## config.mk

```make
export PLATFORM = sky130hd
export DESIGN_NAME = csr_block_writer_flat
export DESIGN_NICKNAME = d
export VERILOG_FILES = /design/src/rtl/csr_pkg.sv /design/src/rtl/csr_block_writer_if.sv /design/src/rtl/csr_bank_tracker.sv /design/src/rtl/csr_block_writer.sv /design/src/flat_wrapper.sv
export SDC_FILE = /design/constraint.sdc
export NUM_CORES = 1
export LEC_CHECK = 0
export ABC_AREA = 1
export CORE_ASPECT_RATIO = 1.25
export CORE_UTILIZATION = 50
export CTS_CLUSTER_SIZE = 8
export DETAILED_ROUTE_END_ITERATION = 7
export HOLD_SLACK_MARGIN = 0.1
export PLACE_DENSITY = 0.86
export SLEW_MARGIN = 20
export SYNTH_ARGS = -nofsm -noshare
export SYNTH_HDL_FRONTEND = slang
export SYNTH_HIERARCHICAL = 1
export SYNTH_SLANG_ARGS = --single-unit
```

## constraint.sdc

```tcl
create_clock -name clk -period 7.1 [get_ports clk]
set_input_delay 1.42 -clock clk [delete_from_list [all_inputs] [get_ports clk]]
set_output_delay 1.42 -clock clk [all_outputs]
set_load 0.005 [all_outputs]
```

## src/rtl/csr_pkg.sv

```systemverilog
// Shared CSR widths, capacity and producer FSM states for the block writer, the aggregation
// engine and the buffer modules.
package csr_pkg;

    typedef enum logic [1:0] {StWait, StFill, StPad, StDone} stateT;

    function automatic int unsigned calcIndptrAw(input int unsigned k);
        return $clog2(k + 1);
    endfunction

    function automatic int unsigned calcIndiceAw(input int unsigned k);
        return $clog2(k * k / 32);
    endfunction

    function automatic int unsigned calcIndptrDw(input int unsigned k);
        return calcIndiceAw(k);
    endfunction

    function automatic int unsigned calcIndiceDw(input int unsigned k);
        return $clog2(k);
    endfunction

    // Largest edge count a bank holds; one indice slot is sacrificed so nnz fits the indptr word.
    function automatic int unsigned calcCap(input int unsigned k);
        return (1 << calcIndiceAw(k)) - 1;
    endfunction

    localparam int unsigned DefK        = 1024;
    localparam int unsigned DefIndptrAw = calcIndptrAw(DefK);
    localparam int unsigned DefIndptrDw = calcIndptrDw(DefK);
    localparam int unsigned DefIndiceAw = calcIndiceAw(DefK);
    localparam int unsigned DefIndiceDw = calcIndiceDw(DefK);
    localparam int unsigned DefCap      = calcCap(DefK);

endpackage

```

## src/rtl/csr_block_writer_if.sv

```systemverilog
// Row-sorted edge stream feeding the CSR block writer.
interface csr_block_writer_if
    import csr_pkg::*;
#(
    parameter int unsigned k = 1024
) ();
    localparam int unsigned IndiceDw = calcIndiceDw(k);

    logic                edge_valid;
    logic                edge_ready;
    logic [IndiceDw-1:0] edge_row;
    logic [IndiceDw-1:0] edge_col;
    logic                edge_last;

    modport master (output edge_valid, output edge_row, output edge_col, output edge_last,
                    input edge_ready);
    modport slave (input edge_valid, input edge_row, input edge_col, input edge_last,
                   output edge_ready);

endinterface

```

## src/rtl/csr_bank_tracker.sv

```systemverilog
// Ping-pong bank ownership: which bank is being written and which banks await consumer release.
module csr_bank_tracker (
    input  logic       clk,
    input  logic       rst,
    input  logic       doneSet,
    input  logic [1:0] bankRelease,
    output logic       wrBank,
    output logic [1:0] bankBusy
);

    logic [1:0] setMask;
    logic [1:0] busyNext;

    // A hand-over and a release of the same bank in one cycle leaves it busy.
    always_comb begin
        setMask = 2'b00;
        if (doneSet) begin
            setMask[wrBank] = 1'b1;
        end
        busyNext = setMask | (bankBusy & ~bankRelease);
    end

    always_ff @(posedge clk or posedge rst) begin
        if (rst) begin
            wrBank   <= 1'b0;
            bankBusy <= 2'b00;
        end else begin
            bankBusy <= busyNext;
            if (doneSet) begin
                wrBank <= ~wrBank;
            end
        end
    end

endmodule

```

## src/rtl/csr_block_writer.sv

```systemverilog
// Producer of CSR blocks: turns a row-sorted edge stream into indptr/indice writes
// into ping-pong banks A/B and hands each finished bank to the consumer.
module csr_block_writer
    import csr_pkg::*;
#(
    parameter int unsigned k = 1024,
    localparam int unsigned IndptrAw = calcIndptrAw(k),
    localparam int unsigned IndptrDw = calcIndptrDw(k),
    localparam int unsigned IndiceAw = calcIndiceAw(k),
    localparam int unsigned IndiceDw = calcIndiceDw(k),
    localparam int unsigned Cap      = calcCap(k)
) (
    input  logic                 clk,
    input  logic                 rst,
    csr_block_writer_if.slave    edgeIf,
    input  logic [1:0]           bank_release,
    output logic                 indptr_we_a,
    output logic                 indptr_we_b,
    output logic [IndptrAw-1:0]  indptr_addr,
    output logic [IndptrDw-1:0]  indptr_wdata,
    output logic                 indice_we_a,
    output logic                 indice_we_b,
    output logic [IndiceAw-1:0]  indice_addr,
    output logic [IndiceDw-1:0]  indice_wdata,
    output logic                 block_done,
    output logic                 done_bank,
    output logic [IndptrDw-1:0]  done_nnz,
    output logic                 err_order,
    output logic                 err_overflow
);

    stateT               state, stateNext;
    logic [IndptrDw-1:0] nnz, nnzNext;
    logic [IndptrAw:0]   ptrRow, ptrRowNext, rowExt;
    logic                errOrder, errOverflow, setOrder, setOverflow;
    logic                indptrWr, indiceWr, doneSet, ready;
    logic                wrBank;
    logic [1:0]          bankBusy;

    csr_bank_tracker u_bank_tracker (
        .clk         (clk),
        .rst         (rst),
        .doneSet     (doneSet),
        .bankRelease (bank_release),
        .wrBank      (wrBank),
        .bankBusy    (bankBusy)
    );

    assign rowExt = (IndptrAw + 1)'(edgeIf.edge_row);

    always_comb begin
        stateNext   = state;
        nnzNext     = nnz;
        ptrRowNext  = ptrRow;
        ready       = 1'b0;
        indptrWr    = 1'b0;
        indiceWr    = 1'b0;
        setOrder    = 1'b0;
        setOverflow = 1'b0;
        doneSet     = 1'b0;
        unique case (state)
            StWait: begin
                if (!bankBusy[wrBank]) begin
                    stateNext = StFill;
                end
            end
            StFill: begin
                if (edgeIf.edge_valid) begin
                    // Close every row up to the edge's row before the edge itself is taken.
                    if (rowExt >= ptrRow) begin
                        indptrWr   = 1'b1;
                        ptrRowNext = ptrRow + (IndptrAw + 1)'(1);
                    end else begin
                        ready = 1'b1;
                        if ((rowExt + (IndptrAw + 1)'(1)) < ptrRow) begin
                            setOrder = 1'b1;
                        end else if (nnz == IndptrDw'(Cap)) begin
                            setOverflow = 1'b1;
                        end else begin
                            indiceWr = 1'b1;
                            nnzNext  = nnz + IndptrDw'(1);
                        end
                        if (edgeIf.edge_last) begin
                            stateNext = StPad;
                        end
                    end
                end
            end
            StPad: begin
                indptrWr   = 1'b1;
                ptrRowNext = ptrRow + (IndptrAw + 1)'(1);
                if (ptrRow == (IndptrAw + 1)'(k)) begin
                    stateNext = StDone;
                end
            end
            StDone: begin
                doneSet    = 1'b1;
                nnzNext    = '0;
                ptrRowNext = '0;
                stateNext  = StWait;
            end
            default: stateNext = StWait;
        endcase
    end

    always_ff @(posedge clk or posedge rst) begin
        if (rst) begin
            state       <= StWait;
            nnz         <= '0;
            ptrRow      <= '0;
            errOrder    <= 1'b0;
            errOverflow <= 1'b0;
        end else begin
            state       <= stateNext;
            nnz         <= nnzNext;
            ptrRow      <= ptrRowNext;
            errOrder    <= errOrder | setOrder;
            errOverflow <= errOverflow | setOverflow;
        end
    end

    assign edgeIf.edge_ready = ready;
    assign indptr_we_a       = indptrWr & ~wrBank;
    assign indptr_we_b       = indptrWr & wrBank;
    assign indice_we_a       = indiceWr & ~wrBank;
    assign indice_we_b       = indiceWr & wrBank;
    assign indptr_addr       = ptrRow[IndptrAw-1:0];
    assign indptr_wdata      = nnz;
    assign indice_addr       = nnz;
    assign indice_wdata      = (state == StFill) ? edgeIf.edge_col : '0;
    assign block_done        = doneSet;
    assign done_bank         = doneSet & wrBank;
    assign done_nnz          = doneSet ? nnz : '0;
    assign err_order         = errOrder;
    assign err_overflow      = errOverflow;

endmodule
```

## src/flat_wrapper.sv

```systemverilog
// flat-port wrapper written by rule: the top's interface ports become plain ports
module csr_block_writer_flat import csr_pkg::*;
#(
    parameter int unsigned k = 1024,
    localparam int unsigned IndptrAw = calcIndptrAw(k),
    localparam int unsigned IndptrDw = calcIndptrDw(k),
    localparam int unsigned IndiceAw = calcIndiceAw(k),
    localparam int unsigned IndiceDw = calcIndiceDw(k),
    localparam int unsigned Cap      = calcCap(k)
)
  (clk, rst, bank_release, indptr_we_a, indptr_we_b, indptr_addr, indptr_wdata, indice_we_a, indice_we_b, indice_addr, indice_wdata, block_done, done_bank, done_nnz, err_order, err_overflow, edgeIf_edge_valid, edgeIf_edge_row, edgeIf_edge_col, edgeIf_edge_last, edgeIf_edge_ready);
  csr_block_writer_if #(.k(k)) edgeIf_i ();
  input  logic clk;
  input  logic rst;
  input  logic [1:0] bank_release;
  output logic indptr_we_a;
  output logic indptr_we_b;
  output logic [IndptrAw-1:0] indptr_addr;
  output logic [IndptrDw-1:0] indptr_wdata;
  output logic indice_we_a;
  output logic indice_we_b;
  output logic [IndiceAw-1:0] indice_addr;
  output logic [IndiceDw-1:0] indice_wdata;
  output logic block_done;
  output logic done_bank;
  output logic [IndptrDw-1:0] done_nnz;
  output logic err_order;
  output logic err_overflow;
  input wire logic [$bits(edgeIf_i.edge_valid)-1:0] edgeIf_edge_valid;
  input wire logic [$bits(edgeIf_i.edge_row)-1:0] edgeIf_edge_row;
  input wire logic [$bits(edgeIf_i.edge_col)-1:0] edgeIf_edge_col;
  input wire logic [$bits(edgeIf_i.edge_last)-1:0] edgeIf_edge_last;
  output wire logic [$bits(edgeIf_i.edge_ready)-1:0] edgeIf_edge_ready;
  assign edgeIf_i.edge_valid = edgeIf_edge_valid;
  assign edgeIf_i.edge_row = edgeIf_edge_row;
  assign edgeIf_i.edge_col = edgeIf_edge_col;
  assign edgeIf_i.edge_last = edgeIf_edge_last;
  assign edgeIf_edge_ready = edgeIf_i.edge_ready;
  csr_block_writer #(.k(k)) u_core (.clk(clk), .rst(rst), .edgeIf(edgeIf_i), .bank_release(bank_release), .indptr_we_a(indptr_we_a), .indptr_we_b(indptr_we_b), .indptr_addr(indptr_addr), .indptr_wdata(indptr_wdata), .indice_we_a(indice_we_a), .indice_we_b(indice_we_b), .indice_addr(indice_addr), .indice_wdata(indice_wdata), .block_done(block_done), .done_bank(done_bank), .done_nnz(done_nnz), .err_order(err_order), .err_overflow(err_overflow));
endmodule
```

==> Implementation_results.wiki <==
{| class="wikitable"
! Metric !! Value
|-
| Effective utilization at floorplan || 0.522
|-
| Leakage power of the design || approximately 2.2 nW
|-
| Die area || 7280 um2
|-
| Class of the most critical hold timing path || reg2reg
|-
| Power density over the cells || slightly above 100 nW/um2
|-
| Worst Clk Skew || about 0.0080 ns
|-
| Largest area contributor in the synthesized netlist || sky130_fd_sc_hd__dfrtp_1
|-
| Critical path data arrival time || approximately 4.3 ns
|-
| Syn avg cell area || 6.63 um2
|-
| Number of antenna repair diodes || 0
|-
| Share of async-settable or async-resettable flops after synthesis || 1.00
|-
| Critical path peak fanout || 4
|-
| Worst slew pin tran || about 0.87 ns
|-
| Cell types with the largest area share after synthesis || sky130_fd_sc_hd__dfrtp_1 25%, sky130_fd_sc_hd__nand2_1 18%, sky130_fd_sc_hd__ha_1 11%
|-
| Mapped Cells || about 520
|-
| First drt pass iteration count || 5
|-
| TritonCTS clock tree || yes
|-
| Routed vias || 3553
|-
| Depth of the worst hold-timing path || 2
|-
| Proportion of synthesized chip area in sequential cells || 0.245
|-
| Number of failing hold endpoints at the final stage || 0
|-
| All-layer global routing usage || 0.252
|-
| Antenna violations before repair || 0
|-
| Final Routed Wirelength || approximately 8900 um
|-
| Data required time of the worst path || ~5.7 ns
|-
| Clock transition at the registers of the reported paths || ~0.07 ns
|-
| Smallest hold slack || 0.491 ns
|-
| I/O Buffers || 100
|-
| Max IR drop VDD || between 0.07 and 0.08 mV
|-
| Setup violators final || 0
|-
| Number of cell rows || 33
|-
| Ratio of routed vias to standard cells || between 5 and 6
|-
| DRC violation total after the first TritonRoute iteration || 256
|-
| Post-detailed-route DRC marker count || 0
|-
| RSZ-0062 raised after global routing || false
|-
| Buffer levels on the longest clock path || 2
|-
| Run status || finished clean
|-
| Final Slew Violations || 0
|-
| Hpwl dp || ~6700 um
|-
| Worst reg2reg path depth || 6
|-
| Wire length of the first global-routing pass || around 15000 um
|-
| Worst min-delay path endpoint || u_core/u_bank_tracker/bankBusy[1]
|-
| Minimum period implied by the final worst setup slack || ~5.8 ns
|-
| Num ports || between 100 and 150
|-
| Max Clock Freq || 174 MHz
|-
| Cts repair resizes || 0
|-
| Final net count || about 650
|-
| Count of warnings emitted by yosys || 6
|-
| Placer congestion estimate || ~0.86
|-
| Standard cell core area || 6650 um2
|-
| Post-synthesis register bit count || 34
|-
| Area growth from synthesis to layout || 28.4%
|-
| Setup repair bufs after CTS || 0
|-
| Power Total || 0.459 mW
|-
| Hold buffers post-CTS || 0
|-
| Final global-route overflow total || 0
|-
| Startpoint class of the critical path || input port
|-
| Reg2Reg Capture Point || u_core/indice_addr[8]
|-
| Average detailed-routed wire length per instance || between 10 and 15 um
|-
| Worst hold path startpoint || u_core/u_bank_tracker/bankBusy[1]
|-
| Proportion of netlist area held by the largest area contributor || 0.245
|-
| Clock latency on the worst-skew pair || between 0.2 and 0.3 ns
|-
| Count of cell types in the netlist || 35
|-
| Post-synth EDFFs || 0
|-
| Vias in the first global route || 3476
|-
| Dominant register cell in the synthesized netlist || sky130_fd_sc_hd__dfrtp_1
|-
| Period utilisation layout || 0.811
|-
| Launch instance of the worst register-to-register path || u_core/state[1]
|-
| R2r setup slk || approximately 4.6 ns
|-
| Fill cell instance count of the final layout || slightly below 600
|-
| Number of nets produced by synthesis || between 500 and 600
|-
| Normalized max-slew margin || 0.420
|-
| Post-detailed-route count of antenna-violating nets || 0
|-
| Clock root buffer || sky130_fd_sc_hd__clkbuf_8
|-
| Die outline width || roughly 77 um
|-
| Level count of the clock H-tree || 2
|-
| Cell area after synthesis || 3470 um2
|-
| Die height || 95.2 um
|-
| Maximum number of pins on one net before global-route repair || 32
|-
| Share of cells above drive strength 1 || 0.0638
|-
| Worst setup path category || in2out
|-
| Num Clock Sinks || 34
|-
| Number of buffers created by CTS || 5
|-
| Accumulated negative setup slack || 0 ns
|-
| Max-cap viol count || 0
|-
| Kind of capture point of the worst setup path || primary output
|}
==> metal layers <==
metal	wire length, um	global-route usage	up-vias
met1	3550	0.280	1601
met2	4540	0.478	162
met5	0	0	-
met4	192	0.107	0
met3	581	0.0364	20
li1	-	-	1770
==> worst max-delay path: stages <==
cell,delay (ns)
sky130_fd_sc_hd__clkdlybuf4s50_1,0.53
sky130_fd_sc_hd__ha_1,0.21
sky130_fd_sc_hd__nand3_1,0.11
sky130_fd_sc_hd__nor3_1,0.27
sky130_fd_sc_hd__nand3_1,0.17
sky130_fd_sc_hd__xor2_1,0.17
sky130_fd_sc_hd__ha_1,0.28
sky130_fd_sc_hd__nand4_1,0.11
sky130_fd_sc_hd__nor2_1,0.11
sky130_fd_sc_hd__nand2_1,0.08
sky130_fd_sc_hd__nand3_1,0.12
sky130_fd_sc_hd__nand3b_1,0.13
sky130_fd_sc_hd__nor2_1,0.12
sky130_fd_sc_hd__clkdlybuf4s50_1,0.51
==> cell usage after synthesis (all sizes together) (5+ instances only) <==
cell type  count
dfrtp         34
xor2           8
nand3         30
nand2        173
o21ai         21
nor3          10
nor2          37
buf           36
ha            30
o21bai         5
nand4         25
a21oi         16
inv           87
==> registers in the layout (all words and copies together) (netlist names) <==
signal and cells:
u_core/err_overflow 1, u_core/indice_addr 15, u_core/state 2, u_core/ptrRow 12, u_core/u_bank_tracker/wrBank 1, u_core/u_bank_tracker/bankBusy 2
u_core/err_order 1
==> power by group <==
group / switching (mW) / total [mW] / internal [mW]
logic: 0.0246 / 0.0482 / 0.0236
registers: 0.0000000000000000287 / 0.193 / 0.193
clock network: 0.0768 / 0.217 / 0.141
total: 0.101 / 0.459 / 0.358
==> layout make-up <==
| class | instances | area [um2] | area share |
|---|---|---|---|
| inverters | 88 | 330 | 0.0741 |
| repair buffers | 102 | 1020 | 0.228 |
| clock buffers | 5 | 68.8 | 0.0154 |
| flip-flops and latches | 34 | 851 | 0.191 |
| clock inverters | 3 | 68.8 | 0.0154 |
| multi-input cells | 364 | 2020 | 0.452 |
| well taps | 87 | 109 | 0.0244 |
==> logic make-up (layout without fill, tap and decap cells) <==
family,after synthesis,in the layout,synth area share
buf+inv,126,198,0.174
xor+xnor,10,10,0.0252
simple gates,279,279,0.356
compound gates,45,45,0.0912
flops,34,34,0.245
fa+ha+maj,30,30,0.108
==> placed cells by master, fill, tap and decap left out, types with 13 or more instances in the layout <==
cell                                n
sky130_fd_sc_hd__nand2_1          168
sky130_fd_sc_hd__inv_1             86
sky130_fd_sc_hd__nor2_1            35
sky130_fd_sc_hd__nand3_1           29
sky130_fd_sc_hd__nand4_1           23
sky130_fd_sc_hd__clkdlybuf4s50_1  100
sky130_fd_sc_hd__dfrtp_1           34
sky130_fd_sc_hd__ha_1              30
sky130_fd_sc_hd__a21oi_1           14
sky130_fd_sc_hd__o21ai_2           13
==> worst max path at each step <==
| stage | to | cells after the start | slack [ns] | startpoint |
|---|---|---|---|---|
| after floorplan | indice_we_a | 12 | 2.66 | edgeIf_edge_row[0] |
| after global placement | indice_we_a | 14 | 1.40 | edgeIf_edge_row[0] |
| after detailed placement | indice_we_a | 14 | 1.36 | edgeIf_edge_row[0] |
| after CTS | indice_we_a | 14 | 1.34 | edgeIf_edge_row[0] |
| after global routing | indice_we_b | 14 | 1.03 | edgeIf_edge_row[0] |
| final | indice_we_a | 14 | 1.34 | edgeIf_edge_row[0] |
==> through the flow <==
step                      cells  setup WS [ns]   util  area, um2
after floorplan             524           2.66      -       3470
after global placement      675           1.40  0.650       4320
after detailed placement    675           1.36  0.650       4320
after CTS                   683           1.34  0.671       4460
after global routing        683           1.03  0.671       4460
final                       683           1.34  0.671       4460
(Power assumes the default switching activity.)
